**config.mk**
```make
export PLATFORM = sky130hd
export DESIGN_NAME = downscale_engine
export DESIGN_NICKNAME = d
export VERILOG_FILES = /design/src/rtl/downscale_pkg.sv /design/src/rtl/bilerp_core.sv /design/src/rtl/downscale_engine.sv
export SDC_FILE = /design/constraint.sdc
export NUM_CORES = 2
export LEC_CHECK = 0
export BUFFER_PORTS_ARGS = -buffer_cell sky130_fd_sc_hd__buf_2
export CAP_MARGIN = 40
export CORE_MARGIN = 2
export CORE_UTILIZATION = 50
export CTS_BUF_LIST = sky130_fd_sc_hd__clkbuf_16
export DETAILED_ROUTE_END_ITERATION = 8
export GPL_ROUTABILITY_DRIVEN = 0
export PLACE_DENSITY = 0.66
export SLEW_MARGIN = 30
export SYNTH_ARGS = -nofsm -noshare
export SYNTH_HDL_FRONTEND = slang
export SYNTH_HIERARCHICAL = 1
export SYNTH_SLANG_ARGS = --single-unit
```
**constraint.sdc**
```tcl
create_clock -name clk -period 19.5 [get_ports clk]
set_input_delay 2.925 -clock clk [delete_from_list [all_inputs] [get_ports clk]]
set_output_delay 2.925 -clock clk [all_outputs]
set_load 0.005 [all_outputs]
```
**src/rtl/downscale_pkg.sv**
```systemverilog
// Shared types and constants for the downscale engine: FSM state encoding, output window
// defaults and the Q8.8 fraction width.
package downscale_pkg;

    localparam logic [15:0] OUT_BASE_DEF  = 16'h8000;
    localparam logic [15:0] OUT_LIMIT_DEF = 16'hFFEF;
    localparam int unsigned FRAC_W        = 8;
    localparam logic [7:0]  MODE_NEAREST  = 8'h02;

    typedef enum logic [3:0] {
        StIdle,
        StRdA,
        StRdB,
        StRdC,
        StRdD,
        StCap,
        StCalc,
        StWr,
        StHold
    } state_e;

    // Linear source address; the product is deliberately truncated to 16 bits.
    function automatic logic [15:0] pix_addr(input logic [15:0] row, input logic [15:0] col,
                                             input logic [15:0] width);
        return row * width + col;
    endfunction

endpackage

```
**src/rtl/bilerp_core.sv**
```systemverilog
// Combinational bilinear blend of four 8-bit neighbours with Q0.8 weights, rounded to nearest.
module bilerp_core
    import downscale_pkg::*;
(
    input  logic [7:0]        p00,
    input  logic [7:0]        p01,
    input  logic [7:0]        p10,
    input  logic [7:0]        p11,
    input  logic [FRAC_W-1:0] frac_x,
    input  logic [FRAC_W-1:0] frac_y,
    output logic [7:0]        result
);

    localparam logic [FRAC_W:0] ONE   = {1'b1, {FRAC_W{1'b0}}};
    localparam logic [23:0]     ROUND = 24'h8000;

    logic [FRAC_W:0] wx0;
    logic [FRAC_W:0] wy0;
    logic [15:0]     top;
    logic [15:0]     bot;
    logic [23:0]     acc;

    // Row blends peak at 255*256, so 16 bits cannot overflow; acc peaks below 2^24.
    always_comb begin
        wx0    = ONE - {1'b0, frac_x};
        wy0    = ONE - {1'b0, frac_y};
        top    = 16'(p00) * 16'(wx0) + 16'(p01) * 16'(frac_x);
        bot    = 16'(p10) * 16'(wx0) + 16'(p11) * 16'(frac_x);
        acc    = 24'(top) * 24'(wy0) + 24'(bot) * 24'(frac_y) + ROUND;
        result = 8'(acc >> (2 * FRAC_W));
    end

endmodule

```
**src/rtl/downscale_engine.sv**
```systemverilog
// Frame rescaler: walks a Q16.8 source grid, fetches one (nearest) or four (bilinear)
// neighbours per output pixel and writes results to a linear output buffer.
module downscale_engine
    import downscale_pkg::*;
#(
    parameter logic [15:0] OUT_BASE  = OUT_BASE_DEF,
    parameter logic [15:0] OUT_LIMIT = OUT_LIMIT_DEF
) (
    input  logic        clk,
    input  logic        aclr,
    input  logic        start_pulse,
    input  logic        step_mode,
    input  logic        step_pulse,
    input  logic [15:0] cfg_width,
    input  logic [15:0] cfg_height,
    input  logic [15:0] cfg_scale,
    input  logic [7:0]  cfg_mode,
    output logic        mem_re,
    output logic        mem_we,
    output logic [15:0] mem_addr,
    output logic [7:0]  mem_wdata,
    input  logic [7:0]  mem_rdata,
    output logic        busy,
    output logic        done
);

    state_e      state_q, state_d;
    logic [15:0] width_q, width_d;
    logic [15:0] height_q, height_d;
    logic [15:0] scale_q, scale_d;
    logic [7:0]  mode_q, mode_d;
    logic [23:0] fx_q, fx_d;
    logic [23:0] fy_q, fy_d;
    logic [15:0] out_addr_q, out_addr_d;
    logic [7:0]  p00_q, p00_d;
    logic [7:0]  p01_q, p01_d;
    logic [7:0]  p10_q, p10_d;
    logic [7:0]  p11_q, p11_d;
    logic [7:0]  result_q, result_d;
    logic        busy_q, busy_d;
    logic        done_q, done_d;

    logic        nearest;
    logic        degenerate;
    logic [15:0] w_m1, h_m1;
    logic [15:0] x0, y0, x1, y1;
    logic [23:0] fx_step, fy_step;
    logic        x_wrap, y_over, out_full, frame_end;
    logic [7:0]  lerp_result;

    bilerp_core u_bilerp_core (
        .p00    (p00_q),
        .p01    (p01_q),
        .p10    (p10_q),
        .p11    (p11_q),
        .frac_x (fx_q[FRAC_W-1:0]),
        .frac_y (fy_q[FRAC_W-1:0]),
        .result (lerp_result)
    );

    always_comb begin
        nearest    = (mode_q & MODE_NEAREST) != 8'h00;
        degenerate = (width_q == 16'd0) || (height_q == 16'd0) || (scale_q == 16'd0);
        w_m1       = width_q - 16'd1;
        h_m1       = height_q - 16'd1;
        x0         = fx_q[23:FRAC_W];
        y0         = fy_q[23:FRAC_W];
        x1         = (x0 >= w_m1) ? w_m1 : x0 + 16'd1;
        y1         = (y0 >= h_m1) ? h_m1 : y0 + 16'd1;
        fx_step    = fx_q + {8'h00, scale_q};
        fy_step    = fy_q + {8'h00, scale_q};
        x_wrap     = fx_step[23:FRAC_W] > w_m1;
        y_over     = fy_step[23:FRAC_W] > h_m1;
        // out_addr_q at the limit means the write in flight is the last one that fits.
        out_full   = out_addr_q >= OUT_LIMIT;
        frame_end  = (x_wrap && y_over) || out_full;
    end

    always_comb begin
        state_d    = state_q;
        width_d    = width_q;
        height_d   = height_q;
        scale_d    = scale_q;
        mode_d     = mode_q;
        fx_d       = fx_q;
        fy_d       = fy_q;
        out_addr_d = out_addr_q;
        p00_d      = p00_q;
        p01_d      = p01_q;
        p10_d      = p10_q;
        p11_d      = p11_q;
        result_d   = result_q;
        busy_d     = busy_q;
        done_d     = done_q;
        mem_re     = 1'b0;
        mem_we     = 1'b0;
        mem_addr   = 16'h0000;
        mem_wdata  = 8'h00;

        case (state_q)
            StIdle: begin
                if (start_pulse) begin
                    width_d    = cfg_width;
                    height_d   = cfg_height;
                    scale_d    = cfg_scale;
                    mode_d     = cfg_mode;
                    fx_d       = 24'h0;
                    fy_d       = 24'h0;
                    out_addr_d = OUT_BASE;
                    busy_d     = 1'b1;
                    done_d     = 1'b0;
                    state_d    = StRdA;
                end
            end
            StRdA: begin
                if (degenerate) begin
                    busy_d  = 1'b0;
                    done_d  = 1'b1;
                    state_d = StIdle;
                end else begin
                    mem_re   = 1'b1;
                    mem_addr = pix_addr(y0, x0, width_q);
                    state_d  = nearest ? StCap : StRdB;
                end
            end
            // Each read state captures the data returned for the previous one.
            StRdB: begin
                p00_d    = mem_rdata;
                mem_re   = 1'b1;
                mem_addr = pix_addr(y0, x1, width_q);
                state_d  = StRdC;
            end
            StRdC: begin
                p01_d    = mem_rdata;
                mem_re   = 1'b1;
                mem_addr = pix_addr(y1, x0, width_q);
                state_d  = StRdD;
            end
            StRdD: begin
                p10_d    = mem_rdata;
                mem_re   = 1'b1;
                mem_addr = pix_addr(y1, x1, width_q);
                state_d  = StCap;
            end
            StCap: begin
                if (nearest) begin
                    p00_d = mem_rdata;
                end else begin
                    p11_d = mem_rdata;
                end
                state_d = StCalc;
            end
            StCalc: begin
                result_d = nearest ? p00_q : lerp_result;
                state_d  = StWr;
            end
            StWr: begin
                mem_we     = 1'b1;
                mem_addr   = out_addr_q;
                mem_wdata  = result_q;
                out_addr_d = out_addr_q + 16'd1;
                if (x_wrap) begin
                    fx_d = 24'h0;
                    fy_d = fy_step;
                end else begin
                    fx_d = fx_step;
                end
                if (frame_end) begin
                    busy_d  = 1'b0;
                    done_d  = 1'b1;
                    state_d = StIdle;
                end else if (step_mode) begin
                    state_d = StHold;
                end else begin
                    state_d = StRdA;
                end
            end
            StHold: begin
                if (step_pulse) begin
                    state_d = StRdA;
                end
            end
            default: state_d = StIdle;
        endcase
    end

    always_ff @(posedge clk or negedge aclr) begin
        if (!aclr) begin
            state_q    <= StIdle;
            width_q    <= 16'h0;
            height_q   <= 16'h0;
            scale_q    <= 16'h0;
            mode_q     <= 8'h0;
            fx_q       <= 24'h0;
            fy_q       <= 24'h0;
            out_addr_q <= 16'h0;
            p00_q      <= 8'h0;
            p01_q      <= 8'h0;
            p10_q      <= 8'h0;
            p11_q      <= 8'h0;
            result_q   <= 8'h0;
            busy_q     <= 1'b0;
            done_q     <= 1'b0;
        end else begin
            state_q    <= state_d;
            width_q    <= width_d;
            height_q   <= height_d;
            scale_q    <= scale_d;
            mode_q     <= mode_d;
            fx_q       <= fx_d;
            fy_q       <= fy_d;
            out_addr_q <= out_addr_d;
            p00_q      <= p00_d;
            p01_q      <= p01_d;
            p10_q      <= p10_d;
            p11_q      <= p11_d;
            result_q   <= result_d;
            busy_q     <= busy_d;
            done_q     <= done_d;
        end
    end

    assign busy = busy_q;
    assign done = done_q;

endmodule

```
# After elaboration in Yosys (flattened, before gate mapping)
# Cells that the tools add are included.
[totals]
ff_bits = 160
latchBits = 0
ramBits = 0
rom_bits = 0
output_inout_bits = 28
wordCells = 112
n_memories = 0
[op_classes]
n_addsub = 17
multipliers = 8
div = 0
magnitude_cmp = 5
n_eq_ne = 14
n_shift = 0
muxes = 33
n_bitwise = 1
reduce_logical = 19
[ops]
columns = ["cell", "n"]
rows = [
  ["$add A16 B16 Y16", 6],
  ["$pmux W24 S2", 2],
  ["$pmux W16 S5", 1],
  ["$mux W24", 3],
  ["$mux W16", 4],
  ["$add A16 B1 Y16 const B", 3],
  ["$add A24 B16 Y24", 2],
  ["$logic_not A16 Y1", 3],
  ["$pmux W4 S9", 1],
  ["$ge A16 B16 Y1", 2],
  ["$gt A16 B16 Y1", 2],
  ["$mul A16 B16 Y16", 2],
  ["$mul A8 B8 Y16", 2],
  ["$mul A8 B9 Y16", 2],
  ["$pmux W16 S2", 1],
  ["$sub A16 B1 Y16 const B", 2],
  ["$add A24 B16 Y24 const B", 1],
  ["$add A24 B24 Y24", 1],
  ["$mul A16 B8 Y24", 1],
  ["$mul A16 B9 Y24", 1],
  ["$mux W8", 3],
  ["$sub A9 B8 Y9 const A", 2],
  ["$eq A4 B3 Y1 const B", 4],
  ["$ge A16 B16 Y1 const B", 1],
  ["20 further kinds", 45],
]

# Longest topological paths before layout
[logic_depth]
depth_word = 7
ltp_mapped = 47
mapped_depth_nobuf = 46

# By module
# The synthesis kept the hierarchy.
[modules_own_cells]
columns = ["mod", "n_inst", "cells_each", "area_per_inst_um2"]
rows = [
  ["downscale_engine", 1, 2507, 21240.4],
  ["bilerp_core", 1, 2067, 18127.4],
]

# Least setup slack after synthesis
# No wires, ideal clock.
[synth_path]
kind = "reg2out"
startpoint = "register height_q[9]"
endpoint = "output mem_addr[15]"
arrival_ns = 9.649
required_time_ns = 16.575
path_slack_ns = 6.926
stages_incl_launch_ff = 39
path_cell_list = "dfrtp_1 > or4_1 > nor3_2 > nand3_1 > nor3_1 > xnor2_1 > ha_1 > and4_1 > and2_1 > o211ai_2 > a21o_4 > nand2_4 > buf_1 > buf_1 > buf_1 > nor2_1 > a21oi_1 > nand2_1 > [... 3 more ...] > fa_1 > inv_1 > fa_1 > inv_1 > fa_1 > inv_1 > ha_1 > a21oi_1 > xnor2_1 > mux2_2 > ha_1 > a21o_1 > a31oi_1 > o21ai_0 > xor2_1 > xnor2_1 > a221oi_1 > o41ai_1"
[synth_between]
elab_chain_cells = 6
[synth_rtl]
columns = ["item", "line", "text"]
rows = [
  ["start: declaration", "downscale_engine.sv:29", "logic [15:0] height_q, height_d;"],
  ["start signal: assignment", "downscale_engine.sv:207", "height_q <= height_d;"],
  ["$sub A16 B1 Y16", "downscale_engine.sv:65", "h_m1 = height_q - 16'd1;"],
  ["$ge A16 B16 Y1", "downscale_engine.sv:69", "y1 = (y0 >= h_m1) ? h_m1 : y0 + 16'd1;"],
  ["$mux W16", "downscale_engine.sv:69", ""],
  ["$mul A16 B16 Y16", "downscale_pkg.sv:25", "return row * width + col;"],
  ["$add A16 B16 Y16", "downscale_pkg.sv:25", ""],
  ["$pmux W16 S5 *", "downscale_engine.sv:100", "case (state_q)"],
  ["end: declaration", "downscale_engine.sv:20", "output logic [15:0] mem_addr,"],
]
# Every way passes the cells marked *; elsewhere a longest branch is shown, timed or not.

# Final worst setup path
# Same ends and word-level chain as after synthesis.

==> metrics.md <==
| Metric | Value |
|---|---|
| Grt total ovfl | 0 |
| Count leader, synth | inv_1 |
| CP required | 16.57 ns |
| Gr usage total | 0.272 |
| Antenna Cells | 0 |
| Final hold viol count | 0 |
| FMAX | 0.0705 GHz |
| Routed Antenna Nets | 0 |
| Clock buffer depth | 2 |
| Yosys top cell area share | 0.298 |
| Area after DPL | slightly above 40000 um2 |
| Ys Warns | 6 |
| Worst-path clk slew | approximately 0.070 ns |
| R2R depth | 45 |
| Critical Path End Type | output pin |
| Outcome | finished clean |
| Area growth syn-to-layout | 6.62% |
| Initial DRC Count | 1913 |
| CTS H-tree lvls | 4 |
| Area leader, netlist | fa_1 |
| RR Endpoint | result_q[7] |
| Slowest cell on crit path | a21oi_1 |
| Post-synth cell types | 90 |
| CTS Root Cell | clkbuf_16 |
| Port bufs | between 80 and 90 |
| Reg-to-reg startpoint | fx_q[1] |
| Most used cell, CP | fa_1 |
| Final setup viols | 0 |
| Number of global-route vias before repair | ~32000 |
| Worst Skew | around 0.016 ns |
| Sequential share of the synthesized area | 0.101 |
| Hold Path End | out_addr_q[14] |
| CP max FO | 36 |
| First-pass detailed-route iteration total | 6 |
| WP buf/inv | 4 |
| HP Start | out_addr_q[14] |
| Min-delay worst type | reg2reg |
| Cell Rows | between 100 and 150 |
| Final setup TNS | 0 ns |
| Synth Register Bits | 159 |
| CTS tree | done |
| # IOs | 97 |
| Ratio of cells with drive above 1 in the final layout | 0.0660 |
| CTS Sinks | between 150 and 200 |
| Slowest stage delay, CP | around 0.74 ns |
| Setup Buffers After CTS | 0 |
| Hold_ws | between 0.5 and 0.6 ns |
| Setup CP Type | reg2out |
| Tmin final | 14.18 ns |
| Die ar. | 81000 um2 |
| Ys async rst share | 1.00 |
| Fin nets | 5718 |
| Core ar. | 77700 um2 |
| Post-synth top cells | 842 x inv_1, 624 x nand2_1, 587 x fa_1, 454 x ha_1, 448 x and2_1 |
| Synthesized instance count | 4574 |
| Average size of a mapped cell | 8.61 um2 |
| Vias/cell | roughly 5.4 |
| Routed vias | slightly above 30000 |
| Most used DFF post-synth | dfrtp_1 |
| Max-slew headroom | 0.379 |
| Post-synth EDFFs | 0 |
| Worst Tran Pin Value | ~0.92 ns |
| Final WL | 106 mm |
| Num CTS Buffers | 17 |
| Unrepaired setup endpoints after global routing | no |
| Die width | 285 um |
| Initial antenna violation count | 1 |
| Fin crit share | 0.727 |
| Post-cts hold buffer count | 0 |
| Hold Path Depth | 1 |
| Reg2reg setup slack | between 6 and 7 ns |
| DP HPWL | approximately 85 mm |
| Die Ht | 285 um |
| Maxcap violations | 0 |
| Crit path DAT | approximately 11 ns |
| Post-Syn Area | 39400 um2 |
| Inst Count DP | 5613 |
| Largest net degree at the start of global routing | between 50 and 60 |
| Post-route cell area | about 42000 um2 |
| Fillers | about 7000 |
| Remaining DRCs | 0 |
| Max-slew violation count | 0 |
| Type of origin of the critical path | flop |
| Area contributors post-synth | fa_1 30%, ha_1 14%, dfrtp_1 10% |
| WL/cell | approximately 19 um |
| CP top delay family | adder cells |
| First-pass GRT wire length | 174 mm |
| Clk_lat worst skew | between 0.4 and 0.5 ns |
| Initial core utilization | 0.507 |
| Syn Nets | about 5700 |
| CTS resizes | 0 |
| Non-filler cells, final | 5661 |
==> how the worst max path moves through the flow <==
stage / end / from / depth (start not counted) / slack [ns]
CTS: mem_addr[15] / height_q[9] / 38 / 5.27
finish: mem_addr[15] / height_q[9] / 34 / 5.32
global placement: result_q[7] / fx_q[1] / 41 / 5.66
floorplan: mem_addr[15] / height_q[9] / 38 / 6.93
detailed placement: mem_addr[15] / height_q[9] / 38 / 5.81
global route: mem_addr[15] / height_q[9] / 38 / 4.74
==> flip-flops by register name, summed over array words and instances (netlist names), 8 cells and up <==
signal,flops
p10_q,8
scale_q,16
p11_q,8
width_q,16
height_q,16
fy_q,24
fx_q,24
result_q,8
out_addr_q,16
p00_q,8
p01_q,8
==> final cells by class <==
cell class / instances / area, um2 / share of cell area
multi-input cells: 3402 / 31700 / 0.754
flip-flops and latches: 159 / 3980 / 0.0948
inverters: 842 / 3160 / 0.0753
well taps: 1040 / 1300 / 0.0310
repair buffers: 186 / 1250 / 0.0297
clock buffers: 17 / 425 / 0.0101
clock inverters: 15 / 203 / 0.00483
==> logic make-up after synthesis <==
family	Yosys count	share of synthesized area
compound gates	483	0.0822
buf+inv	1013	0.0971
fa+ha+maj	1043	0.443
xor+xnor	276	0.0628
flops	159	0.101
simple gates	1526	0.193
mux	74	0.0207
==> stage by stage <==
stage | util | setup slack [ns]
after floorplan | - | 6.93
after global placement | 0.528 | 5.66
after detailed placement | 0.530 | 5.81
after CTS | 0.538 | 5.27
after global routing | 0.540 | 4.74
final | 0.540 | 5.32
==> per-layer routing <==
layer,vias to the layer above,global-route usage,share of wire
met2,822,0.473,0.50
met4,2,0.108,0.038
li1,14400,-,-
met3,176,0.0336,0.050
met5,-,0,0.00014
met1,15400,0.344,0.41
==> layout by cell type, fill, tap and decap left out, drive strengths merged, types with 8 or more instances in the layout <==
master	count
fa	587
a31oi	20
xnor2	205
xor2	67
nor2	156
mux2	38
o21ai	109
ha	454
nand2	627
a22o	20
nand3	62
nand4	32
a21oi	127
inv	846
mux2i	34
o21a	18
and3	20
or3	11
nand3b	8
o21bai	28
nand2b	29
dfrtp	159
nor2b	34
a211oi	10
nor4b	8
a21boi	10
and2	449
nor4	15
clkbuf	23
buf	180
nor3	48
o211ai	17
a21o	45
==> worst reg2reg max path: cells and delay by family, from the launching register on <==
kind	cells	cell delay, ns
AOI/OAI and AO/OA	11	2.87
xor gates and xnor gates	3	0.68
adders and majority gates	15	7.09
buffers and inverters	9	1.07
DFF	1	0.43
muxes	1	0.27
and+or+nand+nor	6	0.86
Power is left out: the tool's default activity adds up to more than one toggle a clock period on the data nets, which glitch-free logic cannot reach.
